--- config.mk ---
export PLATFORM = sky130hd
export DESIGN_NAME = addsub_cla_pipe
export DESIGN_NICKNAME = d
export VERILOG_FILES = /design/src/rtl/addsub_cla_pipe.sv
export SDC_FILE = /design/constraint.sdc
export NUM_CORES = 1
export LEC_CHECK = 0
export CORE_UTILIZATION = 45
export DETAILED_ROUTE_END_ITERATION = 7
export MAX_ROUTING_LAYER = met4
export PLACE_DENSITY = 0.67
export RECOVER_POWER = 50
export SLEW_MARGIN = 20
export SYNTH_ARGS = -nofsm -noshare
export SYNTH_HDL_FRONTEND = slang
export SYNTH_SLANG_ARGS = --single-unit
export TNS_END_PERCENT = 10
--- constraint.sdc ---
create_clock -name clk -period 9.9 [get_ports clk]
set_input_delay 1.98 -clock clk [delete_from_list [all_inputs] [get_ports clk]]
set_output_delay 1.98 -clock clk [all_outputs]
set_load 0.005 [all_outputs]
--- src/rtl/addsub_cla_pipe.sv ---
// Pipelined W-bit adder/subtractor. Each stage resolves one BLK-bit carry-lookahead group,
// with optional signed saturation and C/V/Z/N flags, behind a global-stall valid/ready pipe.
module addsub_cla_pipe #(
  parameter int W   = 16,
  parameter int BLK = 4
) (
  input  logic         clk,
  input  logic         rst,
  input  logic         in_valid,
  output logic         in_ready,
  input  logic [W-1:0] A,
  input  logic [W-1:0] B,
  input  logic         M,
  input  logic         SAT,
  output logic         out_valid,
  input  logic         out_ready,
  output logic [W-1:0] S,
  output logic         C,
  output logic         V,
  output logic         Z,
  output logic         N
);

  localparam int NS = W / BLK;
  localparam logic [W-1:0] SMAX = {1'b0, {(W-1){1'b1}}};
  localparam logic [W-1:0] SMIN = ~SMAX;

  typedef struct packed {
    logic         valid;
    logic [W-1:0] a;
    logic [W-1:0] bp;    // B already inverted for subtract
    logic [W-1:0] s;     // sum bits resolved so far
    logic         c;     // carry into the next unresolved group
    logic         cmsb;  // carry into bit W-1
    logic         m;
    logic         sat;
  } stage_t;

  // Flattened lookahead: c[i+1] = G[i] | P[i]G[i-1] | ... | P[i..0]cin
  function automatic logic [BLK:0] cla_carries(input logic [BLK-1:0] g,
                                               input logic [BLK-1:0] p,
                                               input logic           cin);
    logic [BLK:0] cv;
    logic         term;
    cv    = '0;
    cv[0] = cin;
    for (int i = 0; i < BLK; i++) begin
      term = cin;
      for (int j = 0; j <= i; j++) term = term & p[j];
      cv[i+1] = term;
      for (int j = 0; j <= i; j++) begin
        term = g[j];
        for (int l = j + 1; l <= i; l++) term = term & p[l];
        cv[i+1] = cv[i+1] | term;
      end
    end
    return cv;
  endfunction

  stage_t         p_q [NS];
  stage_t         nxt [NS];
  logic [BLK-1:0] grp_p [NS];
  logic [BLK-1:0] grp_g [NS];
  logic [BLK:0]   grp_c [NS];

  logic         out_valid_q;
  logic [W-1:0] s_q;
  logic         c_q, v_q, z_q, n_q;
  logic         en;
  logic         v_raw;
  logic [W-1:0] s_fin;

  assign en        = !out_valid_q || out_ready;
  assign in_ready  = en && !rst;
  assign out_valid = out_valid_q;
  assign S = s_q;
  assign C = c_q;
  assign V = v_q;
  assign Z = z_q;
  assign N = n_q;

  // NOTE: every stage starts from a full copy of its input register, so no path through
  // this block leaves a field unassigned and no latch can be inferred.
  always_comb begin
    for (int k = 0; k < NS; k++) begin
      grp_p[k] = p_q[k].a[k*BLK +: BLK] ^ p_q[k].bp[k*BLK +: BLK];
      grp_g[k] = p_q[k].a[k*BLK +: BLK] & p_q[k].bp[k*BLK +: BLK];
      grp_c[k] = cla_carries(grp_g[k], grp_p[k], p_q[k].c);
      nxt[k]   = p_q[k];
      nxt[k].s[k*BLK +: BLK] = grp_p[k] ^ grp_c[k][BLK-1:0];
      nxt[k].c = grp_c[k][BLK];
    end
    nxt[NS-1].cmsb = grp_c[NS-1][BLK-1];
  end

  // Saturate toward the sign of A: with Bp pre-inverted, add and subtract overflow alike.
  always_comb begin
    v_raw = nxt[NS-1].c ^ nxt[NS-1].cmsb;
    s_fin = nxt[NS-1].s;
    if (nxt[NS-1].sat && v_raw) s_fin = p_q[NS-1].a[W-1] ? SMIN : SMAX;
  end

  // NOTE: only the valid bits need reset; stage payloads are don't-care while invalid,
  // so they are left unreset to keep the wide datapath flops reset-free.
  always_ff @(posedge clk) begin
    if (rst) begin
      for (int k = 0; k < NS; k++) p_q[k].valid <= 1'b0;
      out_valid_q <= 1'b0;
      s_q         <= '0;
      c_q         <= 1'b0;
      v_q         <= 1'b0;
      z_q         <= 1'b0;
      n_q         <= 1'b0;
    end else if (en) begin
      p_q[0] <= '{valid: in_valid, a: A, bp: (M ? ~B : B), s: '0,
                  c: M, cmsb: 1'b0, m: M, sat: SAT};
      for (int k = 1; k < NS; k++) p_q[k] <= nxt[k-1];
      out_valid_q <= nxt[NS-1].valid;
      if (nxt[NS-1].valid) begin
        s_q <= s_fin;
        c_q <= nxt[NS-1].c;
        v_q <= v_raw;
        z_q <= (s_fin == '0);
        n_q <= s_fin[W-1];
      end
    end
  end

endmodule

==> results of run 1 <==
-- sequential cells by signal (all words and copies together) (netlist names) --
name	count
Z	1
V	1
p_q	116
out_valid	1
S	16
C	1
-- stage by stage --
step                cell area (um^2)  hold WS (ns)  utilization
finish                          6720         0.415        0.579
global route                    6720         0.420        0.579
CTS                             6720         0.414        0.579
detailed placement              6150         0.405        0.530
global placement                6150         0.401        0.530
floorplan                       5440         0.400            -
-- power groups by stage --
stage	clock network (mW)	registers (mW)	logic, mW
floorplan	0	0.696	0.0708
global placement	0	0.696	0.103
detailed placement	0	0.698	0.105
CTS	0.609	0.687	0.107
global route	0.635	0.690	0.114
finish	0.594	0.686	0.102
-- cell type report --
class                   instances  share of cell area
repair buffers                 61              0.0901
inverters                      16             0.00893
flip-flops and latches        136               0.578
clock buffers                  17              0.0633
well taps                     143              0.0266
multi-input cells             170               0.212
clock inverters                15              0.0214
-- routing by layer --
metal  share of wire  routed length (um)  global-route usage  vias up
met1            0.46                3470               0.167     1274
met4           0.013                 102              0.0640        0
met3           0.056                 423              0.0550        8
met2            0.47                3570               0.208       77
li1                -                   -                   -     1390
met5               0                   0                   -        -
-- Yosys cell counts (2+ instances only) --
| library cell | instances |
|---|---|
| a211oi_1 | 6 |
| a211oi_2 | 12 |
| a21oi_1 | 3 |
| a311oi_1 | 2 |
| and2_1 | 2 |
| and3_1 | 5 |
| buf_2 | 3 |
| buf_4 | 2 |
| clkbuf_1 | 3 |
| dfxtp_1 | 20 |
| edfxtp_1 | 116 |
| fa_1 | 4 |
| ha_1 | 20 |
| inv_1 | 16 |
| nand2_1 | 3 |
| nand2b_1 | 5 |
| nand3_1 | 8 |
| nand3_2 | 10 |
| nor2_1 | 30 |
| nor3_1 | 4 |
| nor4_1 | 2 |
| o21a_1 | 6 |
| o21ai_0 | 4 |
| xnor2_1 | 7 |
| xor2_1 | 16 |
-- cells by family (layout without fill, tap and decap cells) --
| group | after synthesis | in the layout |
|---|---|---|
| compound gates | 42 | 42 |
| simple gates | 81 | 81 |
| fa+ha+maj | 24 | 24 |
| buf+inv | 27 | 109 |
| xor+xnor | 23 | 23 |
| flops | 136 | 136 |
-- path summary, 6_finish.rpt --
kind              cells after the start           to  slack [ns]         from
setup reg to reg                      6        S[11]        7.46  p_q[0][191]
hold / removal                        0  p_q[0][152]        0.41   p_q[0][99]
hold reg to reg                       0  p_q[0][152]        0.41   p_q[0][99]
setup / recovery                      4     in_ready        3.81          rst
-- critical path: cells and delay by family --
| family | cells | cell delay [ns] |
|---|---|---|
| AND/OR/NAND/NOR | 1 | 0.05 |
| buffers and inverters | 3 | 2.07 |
==> results.sh, run 1 <==
export IMPL_drt_wirelength_per_cell_um=13.6
export IMPL_yosys_area_top_type_share=0.640
export IMPL_setup_slack_ns=3.81
export IMPL_avgSynthCellArea_um2=16.3
export IMPL_rsz0062_at_grt="false"
export IMPL_die_y_um=112
export IMPL_mostFrequentLayoutCells="116 x edfxtp_1, 41 x dlygate4sd3_1, 29 x nor2_1"
export IMPL_globalRouteTotalUtil=0.139
export IMPL_mappedNetlistArea_um2=5440
export IMPL_required_ns=7.92
export IMPL_arrival_ns=4.11
export IMPL_multi_input_area_um2=1430
export IMPL_vias=2749
export IMPL_synth_xor_area_frac=0.0370
export IMPL_start_util=0.468
export IMPL_status="finished, violations left"
export IMPL_antenna_cells=0
export IMPL_row_count=39
export IMPL_nets=464
export IMPL_ios=60
export IMPL_finalSetupTns_ns=0
export IMPL_clk_insertion_delay_late_ns=0.41
export IMPL_drive_gt1_frac=0.154
export IMPL_skew_ns=0.00927
export IMPL_crit_path_end_kind="output port"
export IMPL_postCtsResizedCells=0
export IMPL_slew_headroom=0.270
export IMPL_syn_instance_count=333
export IMPL_drc=5
export IMPL_pre_cts_ws_ns=3.71
export IMPL_powerDensity_nw_per_um2=206
export IMPL_hold_viol_final=0
export IMPL_ir_worst_vdd_uv=123
export IMPL_synth_seq_area_share=0.714
export IMPL_grt_pass1_vias=2665
export IMPL_seqCellArea_um2=3880
export IMPL_place_gp_congestion=0.744
export IMPL_post_cts_setup_buffer_count=0
export IMPL_cts_sinks=136
export IMPL_yosysTopAreaCell="edfxtp_1"
export IMPL_combPwrFrac=0.074
export IMPL_antenna_found_initial=0
export IMPL_worstSetupPathType="input pin to output port"
export IMPL_syn_to_final_growth_pct=23.6
export IMPL_worstSetupStartpointType="input pin"
export IMPL_dp_cells=526
export IMPL_p_switching_mw=0.313
export IMPL_tightest_slew_ns=1.09
export IMPL_die_w_um=112
export IMPL_synthAdderAreaFrac=0.0607
export IMPL_final_cell_count_no_fill=558
export IMPL_p_int_mw=1.07
export IMPL_path_cells="dlygate4sd3_1 > nor2_4 > buf_4 > clkdlybuf4s50_1"
export IMPL_dp_hpwl_mm=4.89
export IMPL_holdBufCountCts=0
export IMPL_dr_pass1_iters=6
export IMPL_antenna_left=0
export IMPL_async_reset_ff_frac=0
export IMPL_setup_violations=0
export IMPL_leakage_nw=2.53
export IMPL_synth_edf_count=116
export IMPL_grt_first_pass_wirelength_mm=12.7
export IMPL_synth_cell_type_count=49
export IMPL_yosys_warnings=0
export IMPL_finalMaxSlewViolations=0
export IMPL_hold_class="flip-flop to flip-flop"
export IMPL_layout_worst_path_cycle_share=0.615
export IMPL_drt_iter0_drc=205
export IMPL_root_buffer="clkbuf_16"
export IMPL_violations="DRC"
export IMPL_cts_buffers=17
export IMPL_grt_max_degree=85
export IMPL_fill_cells=941
export IMPL_io_buffers=59
export IMPL_synth_mux_area_frac=0
export IMPL_grt_ovfl_total=0
export IMPL_pwr_share_seq=0.496
export IMPL_synth_compound_area_share=0.0745
export IMPL_cts_tree="built"
export IMPL_total_power_mw=1.38
export IMPL_syn_nets=395
export IMPL_ys_ff_latch=136
export IMPL_slowest_delay_ns=1.26
export IMPL_routed_wl_mm=7.57
export IMPL_htreeDepth=4
export IMPL_clkPwrFrac=0.430
export IMPL_cap_violations=0
export IMPL_netlist_top_cells_area="edfxtp_1 64%, dfxtp_1 7.4%, ha_1 4.6%, a211oi_2 2.8%, xor2_1 2.6%"
export IMPL_core_um2=11600
export IMPL_synth_top_family_by_area="simple AND/OR/NAND/NOR gates"
export IMPL_clockBufferDepth=2
export IMPL_synth_simple_gate_area_frac=0.0886
export IMPL_die_area_um2=12500
export IMPL_period_minus_slack_ns=6.09
export IMPL_cp_slowest_cell="dlygate4sd3_1"
export IMPL_avgViaCountPerCell=4.93
export IMPL_fmax_ghz=0.164
export IMPL_final_common_cell="edfxtp_1"
export IMPL_swShare=0.226
export IMPL_synthFlopType="edfxtp_1"
export IMPL_clkTransAtPathRegs_ns=0.06
export IMPL_critPathMaxFanout=30
Power figures use the tool's default switching activity.
==> run 2: changes to the inputs <==
--- a/config.mk
+++ b/config.mk
@@ -8,7 +8,7 @@
 export CORE_UTILIZATION = 45
 export DETAILED_ROUTE_END_ITERATION = 7
 export MAX_ROUTING_LAYER = met4
-export PLACE_DENSITY = 0.67
+export PLACE_DENSITY = 0.7
 export RECOVER_POWER = 50
 export SLEW_MARGIN = 20
 export SYNTH_ARGS = -nofsm -noshare
==> constraint.sdc (replaced) <==
create_clock -name clk -period 5.3 [get_ports clk]
set_input_delay 1.06 -clock clk [delete_from_list [all_inputs] [get_ports clk]]
set_output_delay 1.06 -clock clk [all_outputs]
set_load 0.005 [all_outputs]
==> results.sh, run 2 (same netlist as run 1, synthesis figures left out) <==
export IMPL_status="finished, violations left"
export IMPL_violations="DRC"
export IMPL_postCtsResizedCells=0
export IMPL_hold_path_depth=0
export IMPL_critPathMaxFanout=22
export IMPL_r2r_start="p_q[0][191]"
export IMPL_cts_tree="built"
export IMPL_cap_violations=0
export IMPL_total_power_mw=2.68
export IMPL_fin_hold_ws_ns=0.412
export IMPL_fmax_ghz=0.240
export IMPL_grt_ovfl_total=0
export IMPL_tightest_slew_ns=1.31
export IMPL_dp_hpwl_mm=4.89
export IMPL_worstSetupStartpointType="input pin"
export IMPL_hold_class="flip-flop to flip-flop"
export IMPL_nets=465
export IMPL_start_util=0.468
export IMPL_crit_path_end_kind="output port"
export IMPL_syn_to_final_growth_pct=24.5
export IMPL_core_um2=11600
export IMPL_slew_headroom=0.126
export IMPL_vias=2748
export IMPL_skew_ns=0.00790
export IMPL_grt_pass1_vias=2815
export IMPL_hold_viol_final=0
export IMPL_die_area_um2=12500
export IMPL_grt_max_degree=66
export IMPL_final_area_um2=6770
export IMPL_htreeDepth=4
export IMPL_clkTransAtPathRegs_ns=0.06
export IMPL_drive_gt1_frac=0.151
export IMPL_cts_buffers=17
export IMPL_setup_violations=0
export IMPL_rr_worst_depth=6
export IMPL_ios=60
export IMPL_finalSetupTns_ns=0
export IMPL_root_buffer="clkbuf_16"
export IMPL_layout_worst_path_cycle_share=0.785
export IMPL_globalRouteTotalUtil=0.144
export IMPL_final_common_cell="edfxtp_1"
export IMPL_holdBufCountCts=0
export IMPL_reg2reg_to="S[9]"
export IMPL_clk_insertion_delay_late_ns=0.41
export IMPL_required_ns=4.24
export IMPL_mostFrequentLayoutCells="116 x edfxtp_1, 32 x dlygate4sd3_1, 29 x nor2_1"
export IMPL_postPlaceCellArea_um2=6160
export IMPL_hp_start="p_q[0][154]"
export IMPL_drt_wirelength_per_cell_um=13.5
export IMPL_drt_iter0_drc=147
export IMPL_dr_pass1_iters=7
export IMPL_antenna_found_initial=0
export IMPL_antenna_cells=0
export IMPL_row_count=39
export IMPL_top_register="p_q"
export IMPL_post_cts_setup_buffer_count=0
export IMPL_period_minus_slack_ns=4.16
export IMPL_min_to="p_q[0][207]"
export IMPL_finalMaxSlewViolations=0
export IMPL_worstSetupPathType="input pin to output port"
export IMPL_avgViaCountPerCell=4.92
export IMPL_io_buffers=59
export IMPL_powerDensity_nw_per_um2=395
export IMPL_ir_worst_vdd_uv=227
export IMPL_place_gp_congestion=0.781
export IMPL_drc=3
export IMPL_cts_sinks=136
export IMPL_antenna_left=0
export IMPL_grt_first_pass_wirelength_mm=13.3
export IMPL_clockBufferDepth=2
export IMPL_die_w_um=112
export IMPL_routed_wl_mm=7.55
export IMPL_die_y_um=112
export IMPL_r2r_slack_ns=2.84
export IMPL_leakage_nw=2.52
export IMPL_arrival_ns=3.10
export IMPL_largest_reg_flops=116
export IMPL_rsz0062_at_grt="false"
-- run 2: worst max-delay path: stages --
cell	delay, ns
dlygate4sd3_1	0.52
clkbuf_1	0.96
nor2_4	0.07
clkdlybuf4s50_1	0.49
-- run 2: area by class of cell --
cell class,count,area (um^2)
Tap cell,143,179
Clock inverter,12,175
Sequential cell,136,3880
Clock buffer,20,437
Inverter,16,60.1
Timing Repair Buffer,62,609
Multi-Input combinational cell,170,1430
Fill cell,908,4840
-- run 2: routing by layer --
layer,part of all wire,track usage
met3,0.052,0.0484
met1,0.46,0.177
met4,0.017,0.0693
met5,0,-
met2,0.47,0.215
-- run 2: metrics by stage --
stage,util,setup slack [ns],std cells
floorplan,-,1.04,333
global placement,0.531,1.83,527
detailed placement,0.531,1.79,527
CTS,0.583,1.87,559
global route,0.583,1.03,559
finish,0.583,1.14,559
-- run 2: worst max-delay path by stage --
stage | from | to | slack (ns)
2_1_floorplan | rst | in_ready | 1.04
3_3_place_gp | rst | p_q[0][51] | 1.83
3_5_place_dp | rst | p_q[0][50] | 1.79
4_1_cts | rst | in_ready | 1.87
5_1_grt | rst | in_ready | 1.03
6_report | rst | in_ready | 1.14
-- run 2: power by group --
group	total [mW]	internal, mW	switching (mW)	leakage, nW
registers	1.28	1.25	0.0267	1.30
logic	0.193	0.0894	0.104	0.921
clock network	1.20	0.786	0.417	0.292
total	2.68	2.13	0.548	2.52
==> run 3: changes to the inputs <==
--- a/config.mk
+++ b/config.mk
@@ -8,7 +8,7 @@
 export CORE_UTILIZATION = 45
 export DETAILED_ROUTE_END_ITERATION = 7
 export MAX_ROUTING_LAYER = met4
-export PLACE_DENSITY = 0.7
+export PLACE_DENSITY = 0.67
 export RECOVER_POWER = 50
 export SLEW_MARGIN = 20
 export SYNTH_ARGS = -nofsm -noshare
==> constraint.sdc (replaced) <==
create_clock -name clk -period 4.2 [get_ports clk]
set_input_delay 0.84 -clock clk [delete_from_list [all_inputs] [get_ports clk]]
set_output_delay 0.84 -clock clk [all_outputs]
set_load 0.005 [all_outputs]
==> results.sh, run 3 (same netlist as run 1, synthesis figures left out) <==
export IMPL_htreeDepth=4
export IMPL_avgViaCountPerCell=5.06
export IMPL_postCtsResizedCells=0
export IMPL_rsz0062_at_grt="false"
export IMPL_die_w_um=112
export IMPL_tightest_slew_ns=1.43
export IMPL_arrival_ns=2.39
export IMPL_globalRouteTotalUtil=0.141
export IMPL_final_common_cell="edfxtp_1"
export IMPL_antenna_left=0
export IMPL_die_y_um=112
export IMPL_fmax_ghz=0.310
export IMPL_final_util=0.585
export IMPL_grt_first_pass_wirelength_mm=13.0
export IMPL_hold_class="flip-flop to flip-flop"
export IMPL_dp_hpwl_mm=5.04
export IMPL_die_area_um2=12500
export IMPL_finalMaxSlewViolations=0
export IMPL_drc=5
export IMPL_antenna_cells=0
export IMPL_layout_worst_path_cycle_share=0.768
export IMPL_seqCellArea_um2=3880
export IMPL_root_buffer="clkbuf_16"
export IMPL_cts_sinks=136
export IMPL_worstSetupStartpointType="input pin"
export IMPL_finalSetupTns_ns=0
export IMPL_syn_to_final_growth_pct=25.0
export IMPL_start_util=0.468
export IMPL_ir_worst_vdd_uv=263
export IMPL_cts_tree="built"
export IMPL_worstSetupPathType="input pin to output port"
export IMPL_grt_pass1_vias=2757
export IMPL_io_buffers=59
export IMPL_nets=464
export IMPL_grt_ovfl_total=0
export IMPL_slew_headroom=0.0491
export IMPL_cap_violations=0
export IMPL_holdBufCountCts=0
export IMPL_drive_gt1_frac=0.147
export IMPL_grt_max_degree=113
export IMPL_cts_buffers=17
export IMPL_drt_wirelength_per_cell_um=14.1
export IMPL_critPathMaxFanout=2
export IMPL_antenna_found_initial=0
export IMPL_largest_reg_flops=116
export IMPL_post_cts_setup_buffer_count=0
export IMPL_grtUsageMet3=0.0392
export IMPL_status="finished, violations left"
export IMPL_required_ns=3.36
export IMPL_dr_pass1_iters=6
export IMPL_vias=2820
export IMPL_met1_usage=0.169
export IMPL_leakage_nw=2.51
export IMPL_clk_insertion_delay_late_ns=0.41
export IMPL_hold_viol_final=0
export IMPL_routed_wl_mm=7.85
export IMPL_row_count=39
export IMPL_setup_violations=0
export IMPL_ios=60
export IMPL_core_um2=11600
export IMPL_top_register="p_q"
export IMPL_met2_usage=0.218
export IMPL_powerDensity_nw_per_um2=513
export IMPL_mostFrequentLayoutCells="116 x edfxtp_1, 36 x clkdlybuf4s50_1, 30 x nor2_1"
export IMPL_place_gp_congestion=0.763
export IMPL_crit_path_end_kind="output port"
export IMPL_clkTransAtPathRegs_ns=0.05
export IMPL_skew_ns=0.00898
export IMPL_clockBufferDepth=2
export IMPL_multi_input_area_um2=1420
export IMPL_drt_iter0_drc=167
export IMPL_fill_cells=917
export IMPL_period_minus_slack_ns=3.23
export IMPL_top_usage_layer="met2"
export IMPL_violations="DRC"
## run 3: through the flow
step / hold WS [ns] / power, mW / setup slack (ns) / instance area, um^2 / instances
5_1_grt: 0.420 / 3.62 / 0.916 / 6800 / 557
4_1_cts: 0.417 / 3.53 / 1.18 / 6820 / 557
6_report: 0.412 / 3.49 / 0.974 / 6800 / 557
3_3_place_gp: 0.402 / 1.88 / 1.19 / 6170 / 526
3_5_place_dp: 0.405 / 1.90 / 1.19 / 6170 / 526
2_1_floorplan: 0.400 / 1.80 / 0.381 / 5450 / 333
## run 3: cell type report
type,instances,share of cell area
sequential,136,0.571
multi-input combinational,170,0.209
timing repair buffer,61,0.0885
clock buffer,18,0.0631
clock inverter,13,0.0333
tap,143,0.0263
inverter,16,0.00883
## run 3: layer usage
layer  share of wire  wire, um
met2            0.49      3830
met3           0.043       335
met1            0.46      3610
met5               0         0
met4          0.0096        75
## run 3: report_power, final
part / leakage [nW] / switching (mW) / total [mW] / internal (mW)
Combinational: 0.887 / 0.130 / 0.243 / 0.112
Sequential: 1.30 / 0.0355 / 1.62 / 1.58
Clock: 0.315 / 0.516 / 1.62 / 1.11
Total: 2.51 / 0.682 / 3.49 / 2.80
## run 3: path summary, 6_finish.rpt
check / start / to / slack [ns] / cells after the start
setup / recovery: rst / in_ready / 0.97 / 3
setup reg to reg: out_valid / p_q[0][151] / 1.72 / 3
hold / removal: p_q[0][0] / p_q[0][53] / 0.41 / 0
hold reg to reg: p_q[0][0] / p_q[0][53] / 0.41 / 0
## run 3: critical path, stage by stage
cell,delay (ns)
dlygate4sd3_1,0.56
nor2_1,0.39
clkdlybuf4s50_1,0.59
